File: src/rtl/bram_bist_pkg.sv
// Shared types and the test-pattern generator for the BRAM self-test engine.
package bram_bist_pkg;

    typedef enum logic [2:0] {
        S_IDLE,
        S_WRITE,
        S_READ,
        S_DRAIN,
        S_DONE
    } state_t;

    localparam int PATTERN_W = 32;

    // Callers zero-extend address and seed to PATTERN_W and keep the low DW bits.
    function automatic logic [PATTERN_W-1:0] bist_pattern(
        input logic [PATTERN_W-1:0] addr,
        input logic [PATTERN_W-1:0] seed,
        input logic                 invert
    );
        logic [PATTERN_W-1:0] p;
        p = addr ^ seed;
        return invert ? ~p : p;
    endfunction

endpackage

File: src/rtl/bram_bist_rising_edge_detector.sv
// One-cycle registered pulse on a 0->1 transition of a synchronous input.
module rising_edge_detector (
    input  logic clk,
    input  logic nreset,
    input  logic din,
    output logic pulse
);

    logic prev;

    always_ff @(posedge clk or negedge nreset) begin
        if (!nreset) begin
            prev  <= 1'b0;
            pulse <= 1'b0;
        end else begin
            prev  <= din;
            pulse <= din & ~prev;
        end
    end

endmodule

File: src/rtl/bram_bist.sv
// BRAM self-test: fills memory through port A, reads it back through port B,
// and reports pass/fail, a saturating mismatch count and the first bad address.
module bram_bist
    import bram_bist_pkg::*;
#(
    parameter int                      P_DATA_WIDTH    = 16,
    parameter int                      P_ADDRESS_WIDTH = 10,
    parameter logic [P_DATA_WIDTH-1:0] P_SEED          = 16'h5A3C,
    parameter int                      P_COUNT_WIDTH   = 8
) (
    input  logic                       I_CLK,
    input  logic                       I_NRESET,
    input  logic                       I_START,
    input  logic                       I_INVERT,
    output logic [P_ADDRESS_WIDTH-1:0] O_ADDRESS_A,
    output logic [P_DATA_WIDTH-1:0]    O_DATA_A,
    output logic                       O_WRITE_ENABLE_A,
    output logic [P_ADDRESS_WIDTH-1:0] O_ADDRESS_B,
    output logic [P_DATA_WIDTH-1:0]    O_DATA_B,
    output logic                       O_WRITE_ENABLE_B,
    input  logic [P_DATA_WIDTH-1:0]    I_DATA_B,
    output logic                       O_BUSY,
    output logic                       O_DONE,
    output logic                       O_PASS,
    output logic [P_COUNT_WIDTH-1:0]   O_ERROR_COUNT,
    output logic [P_ADDRESS_WIDTH-1:0] O_FAIL_ADDRESS
);

    localparam int AW = P_ADDRESS_WIDTH;
    localparam int DW = P_DATA_WIDTH;
    localparam int CW = P_COUNT_WIDTH;

    state_t          state, state_nxt;
    logic [AW-1:0]   addr, addr_nxt;
    logic            inv;
    logic            start_pulse;
    logic            start_run;
    logic            last_addr;

    logic [PATTERN_W-1:0] pattern_full;
    logic [DW-1:0]        pattern;
    logic                 unused_pattern;

    logic            cmp_vld;
    logic [DW-1:0]   exp_q;
    logic [AW-1:0]   cmp_addr;
    logic            mismatch;
    logic [CW-1:0]   count;
    logic [AW-1:0]   fail_addr;

    rising_edge_detector u_start_edge (
        .clk    (I_CLK),
        .nreset (I_NRESET),
        .din    (I_START),
        .pulse  (start_pulse)
    );

    assign pattern_full   = bist_pattern(PATTERN_W'(addr), PATTERN_W'(P_SEED), inv);
    assign pattern        = pattern_full[DW-1:0];
    assign unused_pattern = ^pattern_full;
    assign last_addr      = &addr;

    always_ff @(posedge I_CLK or negedge I_NRESET) begin
        if (!I_NRESET) begin
            state <= S_IDLE;
            addr  <= '0;
            inv   <= 1'b0;
        end else begin
            state <= state_nxt;
            addr  <= addr_nxt;
            if (start_run)
                inv <= I_INVERT;
        end
    end

    // Start edges are only honoured from IDLE or DONE; during a run they fall through.
    always_comb begin
        state_nxt = state;
        addr_nxt  = addr;
        start_run = 1'b0;
        case (state)
            S_IDLE, S_DONE: begin
                if (start_pulse) begin
                    state_nxt = S_WRITE;
                    addr_nxt  = '0;
                    start_run = 1'b1;
                end
            end
            S_WRITE: begin
                addr_nxt = addr + 1'b1;
                if (last_addr) begin
                    state_nxt = S_READ;
                    addr_nxt  = '0;
                end
            end
            S_READ: begin
                addr_nxt = addr + 1'b1;
                if (last_addr) begin
                    state_nxt = S_DRAIN;
                    addr_nxt  = '0;
                end
            end
            S_DRAIN: state_nxt = S_DONE;
            default: state_nxt = S_IDLE;
        endcase
    end

    // Expected word and its address travel one cycle behind the port-B address,
    // lining up with the BRAM's registered read data.
    always_ff @(posedge I_CLK or negedge I_NRESET) begin
        if (!I_NRESET) begin
            cmp_vld  <= 1'b0;
            exp_q    <= '0;
            cmp_addr <= '0;
        end else begin
            cmp_vld  <= (state == S_READ);
            exp_q    <= pattern;
            cmp_addr <= addr;
        end
    end

    assign mismatch = cmp_vld && (I_DATA_B != exp_q);

    // The count never wraps, so count==0 marks the first mismatch of the run.
    always_ff @(posedge I_CLK or negedge I_NRESET) begin
        if (!I_NRESET) begin
            count     <= '0;
            fail_addr <= '0;
        end else if (start_run) begin
            count     <= '0;
            fail_addr <= '0;
        end else if (mismatch) begin
            if (!(&count))
                count <= count + 1'b1;
            if (count == '0)
                fail_addr <= cmp_addr;
        end
    end

    assign O_WRITE_ENABLE_A = (state == S_WRITE);
    assign O_ADDRESS_A      = (state == S_WRITE) ? addr : '0;
    assign O_DATA_A         = (state == S_WRITE) ? pattern : '0;
    assign O_ADDRESS_B      = (state == S_READ) ? addr : '0;
    assign O_DATA_B         = '0;
    assign O_WRITE_ENABLE_B = 1'b0;
    assign O_BUSY           = (state == S_WRITE) || (state == S_READ) || (state == S_DRAIN);
    assign O_DONE           = (state == S_DONE);
    assign O_PASS           = (state == S_DONE) && (count == '0);
    assign O_ERROR_COUNT    = count;
    assign O_FAIL_ADDRESS   = fail_addr;

endmodule

File: config.mk
export PLATFORM = sky130hd
export DESIGN_NAME = bram_bist
export DESIGN_NICKNAME = d
export VERILOG_FILES = /design/src/rtl/bram_bist_pkg.sv /design/src/rtl/bram_bist_rising_edge_detector.sv /design/src/rtl/bram_bist.sv
export SDC_FILE = /design/constraint.sdc
export NUM_CORES = 1
export LEC_CHECK = 0
export CAP_MARGIN = 15
export CELL_PAD_IN_SITES_DETAIL_PLACEMENT = 0
export CELL_PAD_IN_SITES_GLOBAL_PLACEMENT = 2
export CORE_UTILIZATION = 30
export CTS_BUF_LIST = sky130_fd_sc_hd__clkbuf_4 sky130_fd_sc_hd__clkbuf_8
export CTS_CLUSTER_SIZE = 8
export DETAILED_ROUTE_END_ITERATION = 10
export GPL_ROUTABILITY_DRIVEN = 0
export PLACE_DENSITY_LB_ADDON = 0.2
export SYNTH_ARGS = -nofsm -noshare
export SYNTH_HDL_FRONTEND = slang
export SYNTH_HIERARCHICAL = 1
export SYNTH_SLANG_ARGS = --single-unit
export TNS_END_PERCENT = 20
File: constraint.sdc
create_clock -name I_CLK -period 4.39 [get_ports I_CLK]
set_clock_uncertainty 0.2 [all_clocks]
set_input_delay 0.6585 -clock I_CLK [delete_from_list [all_inputs] [get_ports I_CLK]]
set_output_delay 0.6585 -clock I_CLK [all_outputs]
set_load 0.005 [all_outputs]
Word level (Yosys, flattened, before mapping)
Cells that the tools add are included.
- register bits after elaboration: 61
- input bits: 20
- output and inout bits: 75
- $add $sub $neg: 2
- eq/ne operators: 9
- muxes and demuxes: 19
- bitwise logic cells: 4
- reductions and logical operators: 17
- operator list (kind ; number):
    2-to-1 mux 10 bit ; 7
    2-to-1 mux 16 bit ; 2
    2-to-1 mux 8 bit ; 3
    case mux 10 bit (2 select lines) ; 1
    != test 16 bit ; 1
    inverter 15 -> 16 bit ; 1
    case mux 3 bit (4 select lines) ; 1
    adder 10 x 1 -> 10 bit, second input constant ; 1
    AND reduction 10 bit ; 1
    2-to-1 mux 3 bit ; 3
    adder 8 x 1 -> 8 bit, second input constant ; 1
    logical NOT 8 bit ; 1
    inverter 5 -> 8 bit ; 1
    AND reduction 8 bit ; 1
    == test 3 x 2 -> 1 bit, second input constant ; 2
    AND reduction 2 bit ; 3
    nonzero test 2 bit ; 3
    != test 2 x 1 -> 1 bit, second input constant ; 2
    != test 2 bit, second input constant ; 2
    OR reduction 2 bit ; 2
    == test 3 x 1 -> 1 bit, second input constant ; 1
    == test 3 bit, second input constant ; 1
    logical NOT 3 bit ; 1
    AND reduction 3 bit ; 1
    other kinds (5) ; 8

Longest topological paths before layout
- depth in word-level cells: 5
- depth in mapped cells: 7
- depth with buffers taken out: 6

Cells and area by module
Netlist, hierarchy kept.
- by module, submodules not included (module ; times used ; cells each ; area each (µm²) ; sequential area each (µm²)):
    bram_bist ; 1 ; 302 ; 3094.2 ; 1376.3
    rising_edge_detector ; 1 ; 3 ; 63.8 ; 50.0

Worst setup path after synthesis
OpenSTA, ideal clock, no wires.
- path kind: input -> register
- start: in I_DATA_B[11]
- end: reg count[1] (netlist: O_ERROR_COUNT[1])
- data arrival time: 1.845 ns
- path slack: 2.199 ns
- cell stages on the path: 6
- cells stage by stage: nor4_2 nor2_2 o41a_1 buf_6 nand3_2 a21oi_2
- longest elaborated chain between the ends: 4
- ends and longest elaborated chain (what ; RTL line ; text):
    start, declared ; bram_bist.sv:21 ; input logic [P_DATA_WIDTH-1:0] I_DATA_B,
    != test 16 bit ; bram_bist.sv:122 ; assign mismatch = cmp_vld && (I_DATA_B != exp_q);
    logical AND 1 bit ; bram_bist.sv:122 ;
    nonzero test 2 bit (no source line) ; n/a ;
    AND reduction 2 bit (no source line) ; n/a ;
    end signal, assigned ; bram_bist.sv:134 ; count <= count + 1'b1;
    end, declared ; bram_bist.sv:48 ; logic [CW-1:0] count;
No other way between the ends.
A chain may end at the register's enable or synchronous reset.

Final worst setup path
- start: reg state[1]
- end: out O_ADDRESS_B[3]
- longest elaborated chain between the ends: 2
- ends and longest elaborated chain (what ; RTL line ; text):
    start, declared ; bram_bist.sv:33 ; state_t state, state_nxt;
    start signal, assigned ; bram_bist.sv:69 ; state <= state_nxt;
    == test 3 x 2 -> 1 bit ; bram_bist.sv:143 ; assign O_ADDRESS_B = (state == S_READ) ? addr : '0;
    2-to-1 mux 10 bit ; bram_bist.sv:143 ;
    end, declared ; bram_bist.sv:18 ; output logic [P_ADDRESS_WIDTH-1:0] O_ADDRESS_B,
No other way between the ends.

==> results.cfg <==
[outcome]
status = complete, no violations

[clock_network]
cts_tree = done
numCtsBuffers = 9
htreeDepth = 3
clk_pin_slew_ns = 0.07
clock_latency_ns = 0.33
clock_path_buffers = 2
post_cts_buffers = 0
cts_resized = 0
clock-sinks = 57
cts_root_buffer = clkbuf_8
cts_hold_buf = 0

[floorplanning]
ios = 95
die_x_um = 105
coreArea_mm2 = 0.0103
dieArea_mm2 = 0.0109
num_rows = 37
start_util_pct = 30.7
die_h_um = 105

[grt]
busiest_layer = met2
grt_overflow_total = 0
grt_use_total_pct = 16.2
antenna_found_initial = 0
grt_util_met1_pct = 20.1
met2_usage_pct = 27.1
grt_max_degree = 31
grt_pass1_vias = 2490
grt_pass1_wl_um = 13500
globalRouteMet3Util_pct = 4.30

[synthesis]
synth_xor_area_share_pct = 6.93
syn_area_per_cell_um2 = 10.4
synth_area_leader_cell = dfrtp_1
netlist_top_cells_count = dfrtp_1, and3_1, buf_4, nor2_1, xnor2_1
synth_most_common_cell = dfrtp_1
synth-main-ff-cell = dfrtp_1
synthAdderAreaFrac_pct = 1.19
ys_seq_area_share_pct = 45.2
synth_compound_area_share_pct = 12.8
yosysTopAreaCellShare_pct = 45.2
synth_top_family_by_area = simple AND/OR/NAND/NOR gates
synth-seq-cells = 57
synth_area_leaders = dfrtp_1, xnor2_1, buf_4
synth-simple-area-share_pct = 24.5
synth-edff-count = 0
ys_warn_count = 6
synth-async-reset-ratio_pct = 100
ys_types = 50
netlist_instances = 305
synth_area_mm2 = 0.00316
synthMuxAreaShare_pct = 0.357

[run]
drv_cap = 0

[final_layout]
diodes = 0
area_growth_pct = 32.5
num-nets-final = 401
fin_util_pct = 40.7
drive_gt1_share_pct = 14.6
final_area_mm2 = 0.00418

[pwr]
clockPowerShare_pct = 31.9
p_int_mw = 1.35
swShare_pct = 30.0
ir_worst_vdd_v = 0.000182
power.switching_mw = 0.577
p_leak_nw = 1.77
combPwrFrac_pct = 29.2
p_total_mw = 1.93
seqPwrFrac_pct = 38.9
p_per_area_mw_per_mm2 = 460

[timing]
worst_pin_slew_ns = 1.00
max_freq_mhz = 305
slew_headroom_pct = 33.0
fin_crit_sh_pct = 74.6
hold_violations = 0
fin_tns_setup_ns = 0
maxSlewViolCount = 0
setup_viol = 0
rsz0062_at_grt = false
min_period_ns = 3.28

[drt]
drc_errors = 0
drt_iter0_markers = 53
ant_nets = 0
routed_wl_um = 8130
drt_first_pass_iters = 4
wire_per_inst_um = 15.7
vias_per_cell = 4.67
vias = 2423

[placed_design]
hpwl_um = 5800
io_buffers = 77
dpl-instance-area_mm2 = 0.00394

[worst_setup_path]
critPathKind = flip-flop to primary output
crit_path_end_kind = primary output
r2r-start = state[0]
timing.rr.end = O_ERROR_COUNT[4]
reg2regPathDepth = 5
startpoint = state[1]
cp.required_ns = 3.53
rrSetupSlack_ns = 2.04
arrival_ns = 2.42
worstSetupStartpointType = flip-flop
path_max_fanout = 11

[worst_hold_path]
holdCritPathClass = primary input to async pin
-- cell type report --
type                            instances  area, um2
Fill cell                            1034       6090
Multi-Input combinational cell        220       1510
Sequential cell                        57       1430
Timing Repair Buffer                   81        796
Tap cell                              136        170
Clock buffer                           11        145
Clock inverter                          5        103
Inverter                                9       33.8
-- through the flow --
stage / setup WS (ns) / hold WS (ns) / instances
floorplan: 2.20 / 0.149 / 321
global placement: 1.37 / 0.231 / 503
detailed placement: 1.32 / 0.236 / 503
CTS: 1.05 / 0.170 / 519
global route: 0.867 / 0.180 / 519
finish: 1.11 / 0.154 / 519
-- sequential cells by signal, indices dropped and copies added (netlist names), 3 cells and up --
register	cells
cmp_addr	10
state	3
exp_q	12
O_FAIL_ADDRESS	10
O_ERROR_COUNT	8
addr	10
-- worst max-delay path, cell delays in order (launching register included) --
cell and delay, ns:
dfrtp_1 0.44, nor2b_1 0.28, nor2b_1 0.65, and2_1 0.22
clkdlybuf4s50_1 0.50
-- kinds of logic after synthesis --
logic type      count (synthesis)
fa+ha+maj                       3
compound gates                 55
xor+xnor                       25
flops                          57
simple gates                  119
mux                             1
other cells                     1
buf+inv                        44
-- power groups by stage --
stage	combinational, mW	clock [mW]	sequential (mW)
after floorplan	0.353	0	0.700
after global placement	0.566	0	0.763
after detailed placement	0.569	0	0.764
after CTS	0.574	0.630	0.753
after global routing	0.620	0.658	0.767
final	0.563	0.614	0.749
-- worst max path at each step --
stage | to | slack [ns] | cells past startpoint
global placement | O_ERROR_COUNT[3] | 1.37 | 6
finish | O_ADDRESS_B[3] | 1.11 | 4
CTS | O_ADDRESS_B[3] | 1.05 | 4
detailed placement | O_ERROR_COUNT[3] | 1.32 | 6
global route | O_ADDRESS_B[1] | 0.87 | 4
floorplan | O_ERROR_COUNT[1] | 2.20 | 6
-- layout by cell type, fill, tap and decap left out, types with 4 or more instances in the layout --
cell             netlist  layout
nand3_2               11      11
inv_1                  9       9
nor3_1                 6       6
a21oi_1                5       5
nand2_1               16      16
nand2b_1               5       5
buf_4                 21       4
o21ai_0               12      12
dfrtp_1               57      57
and3_1                24      24
clkdlybuf4s50_1        0      76
xnor2_1               19      19
nand3_1                7       7
conb_1                 1      17
a21oi_2               11      11
clkbuf_8               0      10
and2_1                12      12
o21ai_1                9       9
nor2_1                20      20
xor2_1                 6       6
-- routing by layer --
metal  wire length [um]  vias up
li1                   -     1172
met1               3620     1177
met2               4140       68
met3                280        6
met4                 91        0
met5                  0        -
(Power assumes the default switching activity.)
